File: src/rtl/spi_master_px.sv
// SPI master with configurable word width, SCK divider, CS setup/hold and runtime CPOL/CPHA/bit order.
// Latency: CS_SETUP + 2*DATA_W*CLK_DIV cycles from first accept to rx_valid; later words in a frame add 1 cycle.
// Backpressure: tx_ready is high only in IDLE/WAIT; rx_valid is a single-cycle pulse and cannot be stalled.
module spi_master_px #(
  parameter int DATA_W   = 8,
  parameter int CLK_DIV  = 2,
  parameter int CS_SETUP = 2,
  parameter int CS_HOLD  = 2
) (
  input  logic              sys_clk,
  input  logic              sys_rst,
  input  logic              cpol,
  input  logic              cpha,
  input  logic              lsb_first,
  input  logic [DATA_W-1:0] tx_data,
  input  logic              tx_last,
  input  logic              tx_valid,
  output logic              tx_ready,
  output logic [DATA_W-1:0] rx_data,
  output logic              rx_valid,
  output logic              busy,
  output logic              sck,
  output logic              mosi,
  input  logic              miso,
  output logic              cs_n
);

  localparam int DIV_W   = (CLK_DIV > 1) ? $clog2(CLK_DIV) : 1;
  localparam int EDGE_W  = $clog2(2 * DATA_W);
  localparam int CNT_MAX = (CS_SETUP > CS_HOLD) ? CS_SETUP : CS_HOLD;
  localparam int CNT_W   = $clog2(CNT_MAX + 1);

  localparam logic [DIV_W-1:0]  DIV_LAST   = DIV_W'(CLK_DIV - 1);
  localparam logic [EDGE_W-1:0] EDGE_LAST  = EDGE_W'(2 * DATA_W - 1);
  localparam logic [CNT_W-1:0]  SETUP_LAST = CNT_W'(CS_SETUP - 1);
  localparam logic [CNT_W-1:0]  HOLD_LAST  = CNT_W'(CS_HOLD - 1);

  typedef enum logic [2:0] {S_IDLE, S_SETUP, S_XFER, S_WAIT, S_HOLD} state_t;

  state_t              state;
  logic [CNT_W-1:0]    cnt;
  logic [DIV_W-1:0]    div_cnt;
  logic [EDGE_W-1:0]   edge_cnt;
  logic [DATA_W-1:0]   shift_tx;
  logic [DATA_W-1:0]   shift_rx;
  logic                cpol_l;
  logic                cpha_l;
  logic                lsb_l;
  logic                last_l;

  logic                accept;
  logic                mode_cpha;
  logic                mode_lsb;
  logic                div_wrap;
  logic                lead_edge;
  logic                final_edge;
  logic [DATA_W-1:0]   load_word;
  logic [DATA_W-1:0]   next_rx;
  logic [DATA_W-1:0]   rx_word;

  function automatic logic [DATA_W-1:0] bit_rev(input logic [DATA_W-1:0] d);
    logic [DATA_W-1:0] r;
    for (int i = 0; i < DATA_W; i++) r[i] = d[DATA_W-1-i];
    return r;
  endfunction

  // Mode bits come straight from the pins on an IDLE accept and from the latched copy mid-frame.
  assign accept     = tx_valid & tx_ready;
  assign mode_cpha  = (state == S_IDLE) ? cpha : cpha_l;
  assign mode_lsb   = (state == S_IDLE) ? lsb_first : lsb_l;
  assign load_word  = mode_lsb ? bit_rev(tx_data) : tx_data;
  assign next_rx    = {shift_rx[DATA_W-2:0], miso};
  assign div_wrap   = (div_cnt == DIV_LAST);
  assign lead_edge  = ~edge_cnt[0];
  assign final_edge = (edge_cnt == EDGE_LAST);
  // With cpha=1 the last sample lands on the final edge itself, so it is folded in here.
  assign rx_word    = cpha_l ? next_rx : shift_rx;

  // Frame sequencer: owns every output so cs_n/sck/mosi never glitch.
  always_ff @(posedge sys_clk or posedge sys_rst) begin
    if (sys_rst) begin
      state    <= S_IDLE;
      cnt      <= '0;
      div_cnt  <= '0;
      edge_cnt <= '0;
      shift_tx <= '0;
      shift_rx <= '0;
      cpol_l   <= 1'b0;
      cpha_l   <= 1'b0;
      lsb_l    <= 1'b0;
      last_l   <= 1'b0;
      tx_ready <= 1'b0;
      rx_data  <= '0;
      rx_valid <= 1'b0;
      busy     <= 1'b0;
      sck      <= 1'b0;
      mosi     <= 1'b0;
      cs_n     <= 1'b1;
    end else begin
      rx_valid <= 1'b0;
      case (state)
        S_IDLE: begin
          cs_n     <= 1'b1;
          sck      <= cpol;
          busy     <= 1'b0;
          tx_ready <= 1'b1;
          if (accept) begin
            cpol_l   <= cpol;
            cpha_l   <= cpha;
            lsb_l    <= lsb_first;
            last_l   <= tx_last;
            shift_tx <= cpha ? load_word : (load_word << 1);
            if (!cpha) mosi <= load_word[DATA_W-1];
            cs_n     <= 1'b0;
            busy     <= 1'b1;
            tx_ready <= 1'b0;
            cnt      <= '0;
            state    <= S_SETUP;
          end
        end
        S_SETUP: begin
          if (cnt == SETUP_LAST) begin
            div_cnt  <= '0;
            edge_cnt <= '0;
            state    <= S_XFER;
          end else begin
            cnt <= cnt + 1'b1;
          end
        end
        S_XFER: begin
          if (div_wrap) begin
            div_cnt  <= '0;
            sck      <= ~sck;
            edge_cnt <= edge_cnt + 1'b1;
            if (lead_edge) begin
              if (!cpha_l) begin
                shift_rx <= next_rx;
              end else begin
                mosi     <= shift_tx[DATA_W-1];
                shift_tx <= shift_tx << 1;
              end
            end else begin
              if (cpha_l) begin
                shift_rx <= next_rx;
              end else if (!final_edge) begin
                mosi     <= shift_tx[DATA_W-1];
                shift_tx <= shift_tx << 1;
              end
            end
            if (final_edge) begin
              rx_valid <= 1'b1;
              rx_data  <= lsb_l ? bit_rev(rx_word) : rx_word;
              cnt      <= '0;
              if (last_l) begin
                state <= S_HOLD;
              end else begin
                tx_ready <= 1'b1;
                state    <= S_WAIT;
              end
            end
          end else begin
            div_cnt <= div_cnt + 1'b1;
          end
        end
        S_WAIT: begin
          if (accept) begin
            last_l   <= tx_last;
            shift_tx <= mode_cpha ? load_word : (load_word << 1);
            if (!mode_cpha) mosi <= load_word[DATA_W-1];
            tx_ready <= 1'b0;
            div_cnt  <= '0;
            edge_cnt <= '0;
            state    <= S_XFER;
          end
        end
        S_HOLD: begin
          if (cnt == HOLD_LAST) begin
            cs_n     <= 1'b1;
            busy     <= 1'b0;
            tx_ready <= 1'b1;
            state    <= S_IDLE;
          end else begin
            cnt <= cnt + 1'b1;
          end
        end
        default: state <= S_IDLE;
      endcase
    end
  end

endmodule

File: config.mk
export PLATFORM = sky130hd
export DESIGN_NAME = spi_master_px
export DESIGN_NICKNAME = d
export VERILOG_FILES = /design/src/rtl/spi_master_px.sv
export SDC_FILE = /design/constraint.sdc
export NUM_CORES = 1
export LEC_CHECK = 0
export ABC_CLOCK_PERIOD_IN_PS = 2600
export BUFFER_PORTS_ARGS = -buffer_cell sky130_fd_sc_hd__buf_4
export CORE_MARGIN = 4
export CORE_UTILIZATION = 50
export DETAILED_ROUTE_END_ITERATION = 10
export PLACE_DENSITY = 0.78
export SYNTH_ARGS = -nofsm -noshare
export SYNTH_HDL_FRONTEND = slang
export SYNTH_SLANG_ARGS = --single-unit
File: constraint.sdc
create_clock -name sys_clk -period 2.6 [get_ports sys_clk]
set_clock_uncertainty 0.15 [all_clocks]
set_input_delay 0.13 -clock sys_clk [delete_from_list [all_inputs] [get_ports sys_clk]]
set_output_delay 0.13 -clock sys_clk [all_outputs]
set_load 0.03 [all_outputs]
==> key figures, run 1 <==
Synth
  – Most used DFF post-synth: dfrtp_1
  – Asr flop ratio synth: 100.0%
  – Yosys cell types: 44
  – EDFF count, synth: 0
  – Most frequent cell after synthesis: dfrtp_1
  – Net Count, Synth: 246
  – Mapped Area: 2501 um^2
  – Seq/Total Area, Yosys: 43.07%
  – Syn Inst Count: 228
  – Synth warn: 0
  – Synth area leader: dfrtp_1
  – Mean Syn Cell Area: 10.97 um^2
  – Top cell type's share of synthesized area: 42.02%
  – Most instantiated cells after synthesis: dfrtp_1, nand2_1, nor2_1
  – Top cells by area, synth: dfrtp_1, mux2_1, mux4_2, mux2_4, mux2i_1
  – Seq cells post-synth: 43

Global routing
  – Largest net degree at the start of global routing: 44
  – Vias in the first global route: 1833
  – GRT Util Overall: 17.71%
  – Initial antenna violation count: 0
  – First-pass GRT wire length: 8790 um
  – Total gr overflow: 0

Place
  – # port buffers: 29
  – Place WS: 0.3876 ns
  – Placed cell area: 2778 um^2
  – Dpl hpwl: 3481 um
  – GPL Wtd Cong: 0.8750
  – Placed Instances: 318

Worst setup path
  – Critical Path Fanout Max: 13
  – Crit start category: flop
  – Critical Path RT: 2.66 ns
  – Worst-path cell chain: buf_4 -> buf_4 -> mux2_2 -> o41ai_1 -> a21oi_1 -> a211oi_1
  – Worst Setup End Kind: flop
  – CP arrival: 2.27 ns
  – Worst path slowest cell: dfrtp_1
  – Crit-path max cell delay: 0.43 ns
  – CP most frequent cell: buf_4
  – Type of the worst setup path: flop to flop

STA
  – Min Hold Slack: 0.06152 ns
  – Final worst slack: 0.3860 ns
  – Final setup fails: 0
  – Final TNS setup: 0 ns
  – Slew @ Worst Pin: 0.5427 ns
  – Fmax achieved: 451.7 MHz
  – Final Max Slew Viols: 0
  – Minimum clock period: 2.214 ns
  – Fin crit share: 85.16%
  – RSZ-0062 raised after global routing: false
  – Final Hold Vio Count: 0
  – Max transition margin: 63.82%

Layout
  – Final Non-Filler Cells: 331
  – Final Util: 61.62%
  – Share of cells above drive strength 1: 26.89%
  – Fin nets: 281
  – Ant diodes: 0
  – Finished Cell Area: 2949 um^2
  – Area Overhead vs Synth: 17.91%

Floorplanning
  – Die ar.: 6198 um^2
  – Chip Width: 78.73 um
  – Core area: 4786 um^2
  – IO Pins: 30
  – Vert. Die Dim: 78.73 um
  – Cell Rows: 25
  – Starting density of the core: 52.26%

Power
  – Static leakage: 1.364 nW
  – Cell Pwr Density: 1206 nW/um^2
  – Final Power: 3.558 mW
  – VDD IR max: 616.8 uV

Clock tree
  – H-tree Lvls: 2
  – Worst-skew pair later-pin latency: 0.30 ns
  – CTS max path bufs: 2
  – CTS tree: yes
  – Clk slew on worst S/H paths: 0.08 ns
  – Total clock sinks: 43
  – Clock root cell: clkbuf_8
  – CTS Buf Count: 5
  – Cts repair resizes: 0
  – Post-cts hold buffer count: 5
  – Postcts setup bufs: 0

Routing
  – Antenna Nets Post-Route: 0
  – First-iteration detailed-routing DRC count: 170
  – First-pass detailed-route iteration total: 4
  – Vias per cell: 5.689
  – Routed WL per cell: 14.76 um
  – DRC viols: 0
  – Vias post-DR: 1883
  – Final WL: 4885 um

Run status
  – Status: finished clean

Hold path
  – Class of the tightest hold or removal check: input pin to flop

Job
  – Max-cap violations: 0
layout by cell type (no fill, tap or decap), types with 3 or more instances in the layout:
master         count
mux2_2             3
nor3_1             3
mux2_1            12
mux4_2             6
buf_4             37
o21ai_1           13
a21oi_1           11
clkbuf_8           6
nand2b_1           5
mux2i_1           11
dfrtp_1           42
o22a_1             7
mux2_4             8
dlygate4sd3_1      5
nand2_1           23
o21ai_0           10
inv_1              6
nor2_1            14
nor2b_1            4
nand3_1            4
a211oi_1           4
state kept, by name, indices dropped and copies added, names as in the netlist:
| signal | count |
|---|---|
| cnt | 2 |
| cs_n | 1 |
| last_l | 1 |
| edge_cnt | 4 |
| rx_valid | 1 |
| cpha_l | 1 |
| mosi | 1 |
| tx_ready | 1 |
| state | 3 |
| lsb_l | 1 |
| div_cnt | 1 |
| busy | 1 |
| shift_tx | 8 |
| sck | 1 |
| rx_data | 8 |
| shift_rx | 8 |
final cells by class:
class | instances | area (um^2)
clock inverters | 2 | 38.79
fillers | 386 | 1837
repair buffers | 42 | 327.8
flip-flops and latches | 43 | 1077
well taps | 67 | 83.83
clock buffers | 6 | 82.58
inverters | 6 | 22.52
multi-input cells | 165 | 1316
power breakdown:
group	internal (mW)	switching (mW)	leakage (nW)	total, mW
combinational	0.917	0.895	0.761	1.81
clock	0.316	0.241	0.0618	0.557
sequential	0.909	0.279	0.541	1.19
critical path: cells and delay by family (launching register included):
kind | cells | cell delay, ns
compound gates | 3 | 0.69
mux | 1 | 0.38
buf+inv | 2 | 0.49
flops | 1 | 0.43
final timing paths:
kind	from	end	slack [ns]	depth (start not counted)
setup reg to reg	state[0]$_DFFE_PP0P_	tx_ready$_DFFE_PP0P_	0.39	6
setup / recovery	state[0]$_DFFE_PP0P_	tx_ready$_DFFE_PP0P_	0.39	6
max in group asynchronous	sys_rst	cs_n$_DFFE_PP1P_	1.55	4
hold / removal	cpol	sck$_DFFE_PP0P_	0.06	5
hold reg to reg	busy$_DFFE_PP0P_	busy$_DFFE_PP0P_	0.33	1
min in group asynchronous	sys_rst	shift_tx[1]$_DFFE_PP0P_	0.37	4
metal layers:
metal | part of all wire [%] | track usage (%) | vias to the layer above
li1 | - | - | 903
met1 | 47 | 25.13 | 912
met2 | 46 | 27.33 | 61
met3 | 5.5 | 3.628 | 7
met4 | 1.6 | 5.594 | 0
met5 | 0 | 0 | -
cells by family (layout without fill, tap and decap cells):
logic type,count (synthesis),in the layout,synth area share (%)
mux,41,41,22.26
simple gates,62,62,12.96
xor+xnor,2,2,0.7005
buf+inv,20,56,4.302
flops,43,43,43.07
compound gates,58,58,15.71
fa+ha+maj,2,2,1.000
(Power assumes the default switching activity.)
==> inputs of run 2 (changes only) <==
--- a/config.mk
+++ b/config.mk
@@ -5,7 +5,7 @@
 export SDC_FILE = /design/constraint.sdc
 export NUM_CORES = 1
 export LEC_CHECK = 0
-export ABC_CLOCK_PERIOD_IN_PS = 2600
+export ABC_CLOCK_PERIOD_IN_PS = 2300
 export BUFFER_PORTS_ARGS = -buffer_cell sky130_fd_sc_hd__buf_4
 export CORE_MARGIN = 4
 export CORE_UTILIZATION = 50
==> constraint.sdc (replaced) <==
create_clock -name sys_clk -period 2.3 [get_ports sys_clk]
set_clock_uncertainty 0.15 [all_clocks]
set_input_delay 0.115 -clock sys_clk [delete_from_list [all_inputs] [get_ports sys_clk]]
set_output_delay 0.115 -clock sys_clk [all_outputs]
set_load 0.03 [all_outputs]
==> key figures, run 2 (synthesis results as in run 1) <==
Routing
  – WL met3: 198 um (-26%)
  – DRC viols: 0 (unchanged)
  – Routed WL per cell: 14.84 um (+0.57%)
  – Vias per cell: 5.608 (-1.4%)
  – Post-Route M1 WL: 2321 um (+2.0%)
  – First-pass detailed-route iteration total: 4 (unchanged)
  – Final WL: 5002 um (+2.4%)
  – Antenna Nets Post-Route: 0 (unchanged)
  – Vias post-DR: 1890 (+0.37%)
  – Top layer reached by signal wires: met4
  – First-iteration detailed-routing DRC count: 190 (+12%)
  – Metal2 WL: 2383 um (+5.3%)

Power
  – Cell Pwr Density: 1337 nW/um^2 (+11%)
  – VDD IR max: 815.4 uV (+32%)
  – Static leakage: 1.378 nW (+1.1%)

Floorplanning
  – Die ar.: 6198 um^2 (unchanged)
  – IO Pins: 30 (unchanged)
  – Vert. Die Dim: 78.73 um (unchanged)
  – Core area: 4786 um^2 (unchanged)
  – Cell Rows: 25 (unchanged)
  – Chip Width: 78.73 um (unchanged)
  – Starting density of the core: 52.26% (unchanged)

Hold path
  – Hold path start: cpol
  – Class of the tightest hold or removal check: input pin to flop

Global routing
  – GRT Util Overall: 18.42% (+0.72 points)
  – Initial antenna violation count: 0 (unchanged)
  – Vias in the first global route: 1853 (+1.1%)
  – Largest net degree at the start of global routing: 44 (unchanged)
  – First-pass GRT wire length: 8983 um (+2.2%)
  – Total gr overflow: 0 (unchanged)

Place
  – Placed cell area: 2823 um^2 (+1.6%)
  – Dpl hpwl: 3733 um (+7.2%)
  – GPL Wtd Cong: 0.8699 (-0.58%)
  – # port buffers: 29 (unchanged)

Clock tree
  – CTS Buf Count: 5 (unchanged)
  – CTS max path bufs: 2 (unchanged)
  – Clk slew on worst S/H paths: 0.08 ns (about the same)
  – Clock root cell: clkbuf_8
  – Total clock sinks: 43 (unchanged)
  – Postcts setup bufs: 0 (unchanged)
  – CTS tree: yes
  – Worst-skew pair later-pin latency: 0.30 ns (about the same)
  – H-tree Lvls: 2 (unchanged)

STA
  – Final TNS setup: 0 ns (unchanged)
  – RSZ-0062 raised after global routing: false
  – Max transition margin: 64.85% (+1.0 points)
  – Final setup fails: 0 (unchanged)
  – Fin crit share: 93.43% (+8.3 points)
  – Final Hold Vio Count: 0 (unchanged)
  – Fmax achieved: 465.3 MHz (+3.0%)
  – Minimum clock period: 2.149 ns (-0.06506 ns)
  – Slew @ Worst Pin: 0.5272 ns (-0.01551 ns)
  – Final Max Slew Viols: 0 (unchanged)

Run status
  – Status: finished clean

Worst setup path
  – Crit start category: flop
  – FF-to-FF path depth: 6 (unchanged)
  – Reg2Reg Setup Slack: 0.15 ns (-0.23 ns)
  – Timing startpoint of the critical path: state[0]$_DFFE_PP0P_
  – CP arrival: 2.18 ns (-0.09 ns)
  – Critical Path RT: 2.34 ns (-0.32 ns)
  – R2r startpoint: state[0]$_DFFE_PP0P_
  – Type of the worst setup path: flop to flop
  – Worst flop-to-flop path endpoint: shift_tx[2]$_DFFE_PP0P_
  – Worst Setup End Kind: flop
  – Critical Path Fanout Max: 5 (-8)
  – Critical path capture point: shift_tx[2]$_DFFE_PP0P_

Layout
  – Sequential cell area: 1077 um^2 (unchanged)
  – Highest-count cells in the layout ignoring fill and taps: buf_4, dfrtp_1, nand2_1
  – Ant diodes: 0 (unchanged)
  – Most common cell after layout, fill and taps aside: buf_4
  – Area of the multi-input gates: 1316 um^2 (unchanged)
  – Finished Cell Area: 2972 um^2 (+0.76%)
  – Top Registers: rx_data: 8 flops, shift_rx: 8 flops, shift_tx: 8 flops
  – Share of cells above drive strength 1: 28.52% (+1.6 points)
  – Fin nets: 287 (+2.1%)
  – Fillers: 399 (+3.4%)
  – Area Overhead vs Synth: 18.81%

Job
  – Max-cap violations: 0 (unchanged)
run 2: cell types whose count changed in the layout (fill, tap and decap cells not counted):
cell	delta
clkinv_4	+1
bufinv_16	-1
inv_6	-1
clkinvlp_4	+1
buf_4	+6
run 2: layout make-up:
type | count | share of cell area (%)
timing repair buffer | 48 | 12.55
sequential | 43 | 36.25
inverter | 6 | 0.7579
clock inverter | 2 | 0.5474
clock buffer | 6 | 2.779
multi-input combinational | 165 | 44.29
tap | 67 | 2.821
run 2: worst max-delay path, cell delays in order (launching register included):
cell and delay [ns]:
dfrtp_1 0.48, nor3_4 0.28, mux2i_4 0.36, buf_4 0.20
mux2i_1 0.25, o21ai_1 0.10, o22a_1 0.20
run 2: per-stage QoR:
stage	hold WS (ns)	utilization [%]	worst slack, ns	power, mW	std cells
global placement	0.1442	58.98	0.2214	3.394	324
floorplan	0.09970	-	0.2079	2.969	228
finish	0.02914	62.09	0.1510	3.973	337
CTS	0.02951	62.09	0.1493	3.995	337
global route	0.05589	62.09	0.007589	4.293	337
detailed placement	0.1405	58.98	0.1408	3.468	324
run 2: worst min path at each step:
stage                                   end  slack [ns]  cells past startpoint
detailed placement  shift_tx[0]$_DFFE_PP0P_        0.14                      3
global route                sck$_DFFE_PP0P_        0.06                      5
CTS                         sck$_DFFE_PP0P_        0.03                      5
finish                      sck$_DFFE_PP0P_        0.03                      5
floorplan                cpha_l$_DFFE_PP0P_         0.1                      1
global placement    shift_tx[0]$_DFFE_PP0P_        0.14                      3
run 2: routing by layer:
layer / track usage [%] / up-vias
li1: - / 908
met1: 24.98 / 927
met2: 29.12 / 44
met3: 3.741 / 11
met4: 7.168 / 0
met5: 0 / -
run 2: what timing repair did:
action,in CTS,in global routing
hold buffers,5,0
endpoints found under the setup margin,0,0
hold endpoints to repair,46,0
gates resized for setup,0,0
run 2: where the power goes:
| group | switching, mW | leakage (nW) | total [mW] | internal (mW) |
|---|---|---|---|---|
| clock | 0.269 | 0.0474 | 0.514 | 0.245 |
| combinational | 1.04 | 0.790 | 2.12 | 1.08 |
| sequential | 0.312 | 0.541 | 1.34 | 1.03 |
| total | 1.62 | 1.38 | 3.97 | 2.36 |
